==> src/rtl/mips_lsu_pkg.sv <==
// Shared encodings for the MEM-stage load/store unit: access sizes, FSM states,
// error codes and the timeout counter width.
package mips_lsu_pkg;

    localparam logic [1:0] SZ_BYTE = 2'b00;
    localparam logic [1:0] SZ_HALF = 2'b01;
    localparam logic [1:0] SZ_WORD = 2'b10;

    localparam logic [1:0] ERR_NONE     = 2'b00;
    localparam logic [1:0] ERR_MISALIGN = 2'b01;
    localparam logic [1:0] ERR_TIMEOUT  = 2'b10;

    localparam int unsigned CNT_W = 8;

    typedef enum logic [1:0] {
        StIdle = 2'b00,
        StBusy = 2'b01,
        StResp = 2'b10
    } state_e;

    // Size code 11 behaves as a word access.
    function automatic logic [1:0] norm_size(input logic [1:0] size);
        return (size == 2'b11) ? SZ_WORD : size;
    endfunction

endpackage

==> src/rtl/lsu_load_align.sv <==
// Load data alignment: selects the addressed byte/half lane from a read word
// and sign- or zero-extends it; word loads pass through.
module lsu_load_align
    import mips_lsu_pkg::*;
(
    input  logic [31:0] rdata,
    input  logic [1:0]  size,
    input  logic [1:0]  lane,
    input  logic        is_unsigned,
    output logic [31:0] data
);

    logic [7:0]  lane_byte;
    logic [15:0] lane_half;

    always_comb begin
        case (lane)
            2'd0:    lane_byte = rdata[7:0];
            2'd1:    lane_byte = rdata[15:8];
            2'd2:    lane_byte = rdata[23:16];
            default: lane_byte = rdata[31:24];
        endcase
        lane_half = lane[1] ? rdata[31:16] : rdata[15:0];

        case (size)
            SZ_BYTE: data = {{24{lane_byte[7] & ~is_unsigned}}, lane_byte};
            SZ_HALF: data = {{16{lane_half[15] & ~is_unsigned}}, lane_half};
            default: data = rdata;
        endcase
    end

endmodule

==> src/rtl/mem_stage_lsu.sv <==
// MEM-stage load/store unit: handshaked data-memory initiator with stall, byte
// enables, load extension and timeout. Define LSU_MISALIGN_TRAP_EN to trap misaligned accesses.
module mem_stage_lsu
    import mips_lsu_pkg::*;
#(
    parameter int unsigned TIMEOUT_CYCLES = 255
) (
    input  logic        clk,
    input  logic        rst_n,
    input  logic        req_valid,
    input  logic        req_write,
    input  logic [1:0]  req_size,
    input  logic        req_unsigned,
    input  logic [31:0] req_addr,
    input  logic [31:0] req_wdata,
    output logic        stall,
    output logic        ld_valid,
    output logic [31:0] ld_data,
    output logic        err,
    output logic [1:0]  err_code,
    output logic        mem_req,
    output logic        mem_we,
    output logic [3:0]  mem_be,
    output logic [31:0] mem_adr,
    output logic [31:0] mem_wdata,
    input  logic        mem_ack,
    input  logic [31:0] mem_rdata
);

    localparam logic [CNT_W-1:0] TimeoutCnt = CNT_W'(TIMEOUT_CYCLES);

    state_e           state_q, state_d;
    logic [CNT_W-1:0] cnt_q, cnt_d;
    logic             we_q, uns_q;
    logic [1:0]       size_q, lane_q;
    logic [3:0]       be_q;
    logic [31:0]      adr_q, wdata_q, ld_data_q;
    logic             ld_valid_q, err_q;
    logic [1:0]       err_code_q;

    logic [1:0]  size_n, lane_n;
    logic [3:0]  be_n;
    logic [31:0] wdata_n, ld_aligned;
    logic        accept, trap, done_ack, done_to;

    // Request decode; the lane is forced to natural alignment for half/word.
    always_comb begin
        size_n = norm_size(req_size);
        unique case (size_n)
            SZ_BYTE: begin
                lane_n  = req_addr[1:0];
                be_n    = 4'b0001 << req_addr[1:0];
                wdata_n = {4{req_wdata[7:0]}};
            end
            SZ_HALF: begin
                lane_n  = {req_addr[1], 1'b0};
                be_n    = req_addr[1] ? 4'b1100 : 4'b0011;
                wdata_n = {2{req_wdata[15:0]}};
            end
            default: begin
                lane_n  = 2'b00;
                be_n    = 4'b1111;
                wdata_n = req_wdata;
            end
        endcase
    end

    always_comb begin
        state_d  = state_q;
        cnt_d    = cnt_q;
        accept   = 1'b0;
        trap     = 1'b0;
        done_ack = 1'b0;
        done_to  = 1'b0;
        unique case (state_q)
            StIdle: begin
                if (req_valid) begin
`ifdef LSU_MISALIGN_TRAP_EN
                    if ((size_n == SZ_HALF && req_addr[0]) ||
                        (size_n == SZ_WORD && req_addr[1:0] != 2'b00)) begin
                        trap    = 1'b1;
                        state_d = StResp;
                    end else begin
                        accept  = 1'b1;
                        cnt_d   = CNT_W'(1);
                        state_d = StBusy;
                    end
`else
                    accept  = 1'b1;
                    cnt_d   = CNT_W'(1);
                    state_d = StBusy;
`endif
                end
            end
            StBusy: begin
                // cnt_q numbers the current BUSY cycle; ack beats timeout.
                if (mem_ack) begin
                    done_ack = 1'b1;
                    cnt_d    = '0;
                    state_d  = StResp;
                end else if (cnt_q == TimeoutCnt) begin
                    done_to = 1'b1;
                    cnt_d   = '0;
                    state_d = StResp;
                end else begin
                    cnt_d = cnt_q + CNT_W'(1);
                end
            end
            default: begin
                state_d = StIdle;
            end
        endcase
    end

    lsu_load_align u_load_align (
        .rdata       (mem_rdata),
        .size        (size_q),
        .lane        (lane_q),
        .is_unsigned (uns_q),
        .data        (ld_aligned)
    );

    always_ff @(posedge clk or negedge rst_n) begin
        if (!rst_n) begin
            state_q    <= StIdle;
            cnt_q      <= '0;
            we_q       <= 1'b0;
            uns_q      <= 1'b0;
            size_q     <= SZ_BYTE;
            lane_q     <= 2'b00;
            be_q       <= 4'b0000;
            adr_q      <= '0;
            wdata_q    <= '0;
            ld_data_q  <= '0;
            ld_valid_q <= 1'b0;
            err_q      <= 1'b0;
            err_code_q <= ERR_NONE;
        end else begin
            state_q    <= state_d;
            cnt_q      <= cnt_d;
            ld_valid_q <= done_ack & ~we_q;
            err_q      <= done_to | trap;
            err_code_q <= done_to ? ERR_TIMEOUT : (trap ? ERR_MISALIGN : ERR_NONE);
            if (accept) begin
                we_q    <= req_write;
                uns_q   <= req_unsigned;
                size_q  <= size_n;
                lane_q  <= lane_n;
                be_q    <= be_n;
                adr_q   <= {req_addr[31:2], 2'b00};
                wdata_q <= wdata_n;
            end
            if (done_ack && !we_q) begin
                ld_data_q <= ld_aligned;
            end else if (done_to) begin
                ld_data_q <= '0;
            end
        end
    end

    // Gated by rst_n so the pipeline sees no stall while reset is asserted.
    assign stall     = rst_n & (((state_q == StIdle) & req_valid) | (state_q == StBusy));
    assign mem_req   = (state_q == StBusy);
    assign mem_we    = we_q;
    assign mem_be    = be_q;
    assign mem_adr   = adr_q;
    assign mem_wdata = wdata_q;
    assign ld_valid  = ld_valid_q;
    assign ld_data   = ld_data_q;
    assign err       = err_q;
    assign err_code  = err_code_q;

endmodule

==> config.mk <==
export PLATFORM = sky130hd
export DESIGN_NAME = mem_stage_lsu
export DESIGN_NICKNAME = d
export VERILOG_FILES = /design/src/rtl/mips_lsu_pkg.sv /design/src/rtl/lsu_load_align.sv /design/src/rtl/mem_stage_lsu.sv
export SDC_FILE = /design/constraint.sdc
export NUM_CORES = 1
export LEC_CHECK = 0
export ABC_AREA = 1
export CAP_MARGIN = 20
export CORE_MARGIN = 2
export CORE_UTILIZATION = 48
export DETAILED_ROUTE_END_ITERATION = 6
export HOLD_SLACK_MARGIN = 0.03
export PLACE_DENSITY = 0.86
export SETUP_SLACK_MARGIN = 0.02
export SLEW_MARGIN = 20
export SYNTH_ARGS = -nofsm -noshare
export SYNTH_HDL_FRONTEND = slang
export SYNTH_SLANG_ARGS = --single-unit
==> constraint.sdc <==
create_clock -name clk -period 2.6 [get_ports clk]
set_input_delay 0.39 -clock clk [delete_from_list [all_inputs] [get_ports clk]]
set_output_delay 0.39 -clock clk [all_outputs]
set_load 0.05 [all_outputs]
==> results.sh <==
export IMPL_synth_ff_type="dfrtp_1"
export IMPL_final_max_slew_violation_count=0
export IMPL_firstDrtPassIters=5
export IMPL_rrSetupSlack_ns=0.66
export IMPL_drt_antenna_violating_nets=0
export IMPL_p_int_uw=6110
export IMPL_cp_data_required_time_ns=2.21
export IMPL_clock_sinks=116
export IMPL_slew_headroom=0.434
export IMPL_rsz0062_at_grt="no"
export IMPL_fin_skew_ns=0.00653
export IMPL_path_clk_slew_ns=0.05
export IMPL_cts_buffers=17
export IMPL_cts_resized=0
export IMPL_synthArstFlopShare=1.00
export IMPL_dp_hpwl_microns=12300
export IMPL_clkPwrFrac=0.217
export IMPL_r2r_start="size_q[1]"
export IMPL_p_switching_uw=5400
export IMPL_synth_enable_flop_cells=0
export IMPL_hold_ws_ns=0.445
export IMPL_num_vias=5825
export IMPL_yosys_cell_count_top_type="nand2_1"
export IMPL_start_util=0.493
export IMPL_gp_congestion=0.891
export IMPL_yosys_area_top_type_share=0.515
export IMPL_ys_warn_count=0
export IMPL_initialDrtViolationCount=507
export IMPL_core_area_sq_um=11400
export IMPL_period_minus_slack_ns=2.28
export IMPL_postSynthCellCount=727
export IMPL_yosysSeqAreaShare=0.515
export IMPL_cp_startpoint="state_q[1]"
export IMPL_cts_root_buffer="clkbuf_16"
export IMPL_overflow=0
export IMPL_cts_tree="yes"
export IMPL_h_tree_depth=4
export IMPL_io_buffers=207
export IMPL_nNetsFinal=1035
export IMPL_cts_setup_buffers=0
export IMPL_min_path_type="in2async"
export IMPL_fmax_ghz=0.438
export IMPL_syn_area_per_cell_sq_um=7.75
export IMPL_endpoint_kind="output pin"
export IMPL_die_height_microns=112
export IMPL_min_period_over_period=0.877
export IMPL_vdd_drop_max_mv=0.931
export IMPL_grt_pass1_wl_microns=28600
export IMPL_fp_row_count=39
export IMPL_syn_area_sq_um=5630
export IMPL_avgRoutedWirePerCell_microns=16.6
export IMPL_cap_viol_max_count=0
export IMPL_drc=0
export IMPL_power_total_uw=11500
export IMPL_synth_largest_area_cell="dfrtp_1"
export IMPL_path_class="reg2out"
export IMPL_detail_route_vias_per_cell=5.37
export IMPL_die_area_sq_um=12600
export IMPL_setup_violations=0
export IMPL_hold_viol=0
export IMPL_status="completed"
export IMPL_cp_start_kind="register"
export IMPL_clockBufferDepth=2
export IMPL_synthTopCellsByArea="dfrtp_1 52%, nand2_1 19%, a21oi_1 6.1%, nand3_1 5.1%, nor2_1 3.2%"
export IMPL_ys_ff_latch=116
export IMPL_pwr_share_comb=0.524
export IMPL_critPathCapture="mem_req"
export IMPL_io_pin_count=211
export IMPL_synth_cell_types=35
export IMPL_r2r_cells=9
export IMPL_grt_max_degree=90
export IMPL_drive_gt1_frac=0.0892
export IMPL_grt_use_total=0.289
export IMPL_drt_wl_total_microns=18000
export IMPL_cp_max_fo=5
export IMPL_die_w_microns=112
export IMPL_clk_latency_ns=0.41
export IMPL_areaGrowthSynthToFinish_pct=49.9
export IMPL_pwr_share_seq=0.260
export IMPL_hold_buffers=1
export IMPL_leakagePower_uw=0.00406
export IMPL_crit_arrival_ns=1.89
export IMPL_r2r_end="ld_data[29]"
export IMPL_grt_pass1_vias=5763
export IMPL_power_density_nw_per_um2=1360
export IMPL_antennaDiodeCount=0
export IMPL_switching_share=0.469
export IMPL_antenna_found_initial=0
export IMPL_setup_tns_ns=0
export IMPL_tightest_slew_ns=0.848
export IMPL_n_fill_cell=866
export IMPL_synthTopCellsByCount="283 x nand2_1, 116 x dfrtp_1, 69 x a21oi_1, 57 x nand3_1, 48 x nor2_1"
[layout make-up]
class	count	area, sq um	area share
Clock inverter	9	151	0.0179
Timing Repair Buffer	224	2210	0.262
Tap cell	143	179	0.0212
Multi-Input combinational cell	540	2410	0.286
Sequential cell	116	2900	0.344
Inverter	31	116	0.0138
Clock buffer	22	474	0.0562
[cells by family after synthesis]
logic type	synth area share
AO/OA/AOI/OAI	0.110
XOR/XNOR	0.00156
AND/OR/NAND/NOR	0.311
buffers and inverters	0.0584
adder cells (fa/ha/maj)	0.00222
other	0.000666
flip-flops	0.515
[layer usage]
layer,track usage,wire length (microns)
met1,0.341,6720
met2,0.475,8740
met3,0.113,2020
met4,0.121,529
met5,0,0
[power groups by stage]
| stage | combinational (uW) | clock [uW] | sequential [uW] |
|---|---|---|---|
| final | 6030 | 2490 | 2990 |
| after global routing | 6390 | 2600 | 3070 |
| after CTS | 6040 | 2510 | 2990 |
| after detailed placement | 6000 | 0 | 2980 |
| after global placement | 5920 | 0 | 2980 |
| after floorplan | 1730 | 0 | 5210 |
[per-stage QoR]
step	util	instances	worst slack (ns)	cell area, sq um
2_1_floorplan	-	729	0.690	5640
3_3_place_gp	0.684	1053	0.607	7810
3_5_place_dp	0.684	1053	0.535	7810
4_1_cts	0.740	1085	0.311	8440
5_1_grt	0.740	1085	0.265	8440
6_report	0.740	1085	0.319	8440
[state kept, by name (all words and copies together), names as in the netlist]
register / cells
cnt_q: 8
err_code: 1
lane_q: 2
ld_data: 32
ld_valid: 1
mem_adr: 30
mem_be: 4
mem_wdata: 32
mem_we: 1
size_q: 2
state_q: 2
uns_q: 1
[cells in the final DEF (no fill, tap or decap), types with 4 or more instances in the layout]
cell type        instances
nand2_2                 21
bufinv_16                4
clkdlybuf4s50_1        205
nand2_1                282
inv_1                   22
o21ai_0                 14
o21ai_1                 20
nor2_1                  48
clkbuf_16               17
a21oi_1                 69
inv_2                    9
dfrtp_1                116
buf_4                   17
o211ai_1                 5
nand3_1                 57
[worst max-delay path: stages, from the launching register on]
cell,delay (ns)
dfrtp_1,0.38
inv_1,0.05
nand2_1,0.12
inv_2,0.12
clkdlybuf4s50_1,0.82
[how the worst min path moves through the flow]
stage                     startpoint    endpoint
after detailed placement       rst_n    cnt_q[3]
final                          rst_n    cnt_q[3]
after CTS                      rst_n  state_q[1]
after global placement         rst_n    cnt_q[3]
after floorplan                rst_n    cnt_q[0]
after global routing           rst_n    cnt_q[3]
No activity file was read; power rests on OpenSTA's default activity.
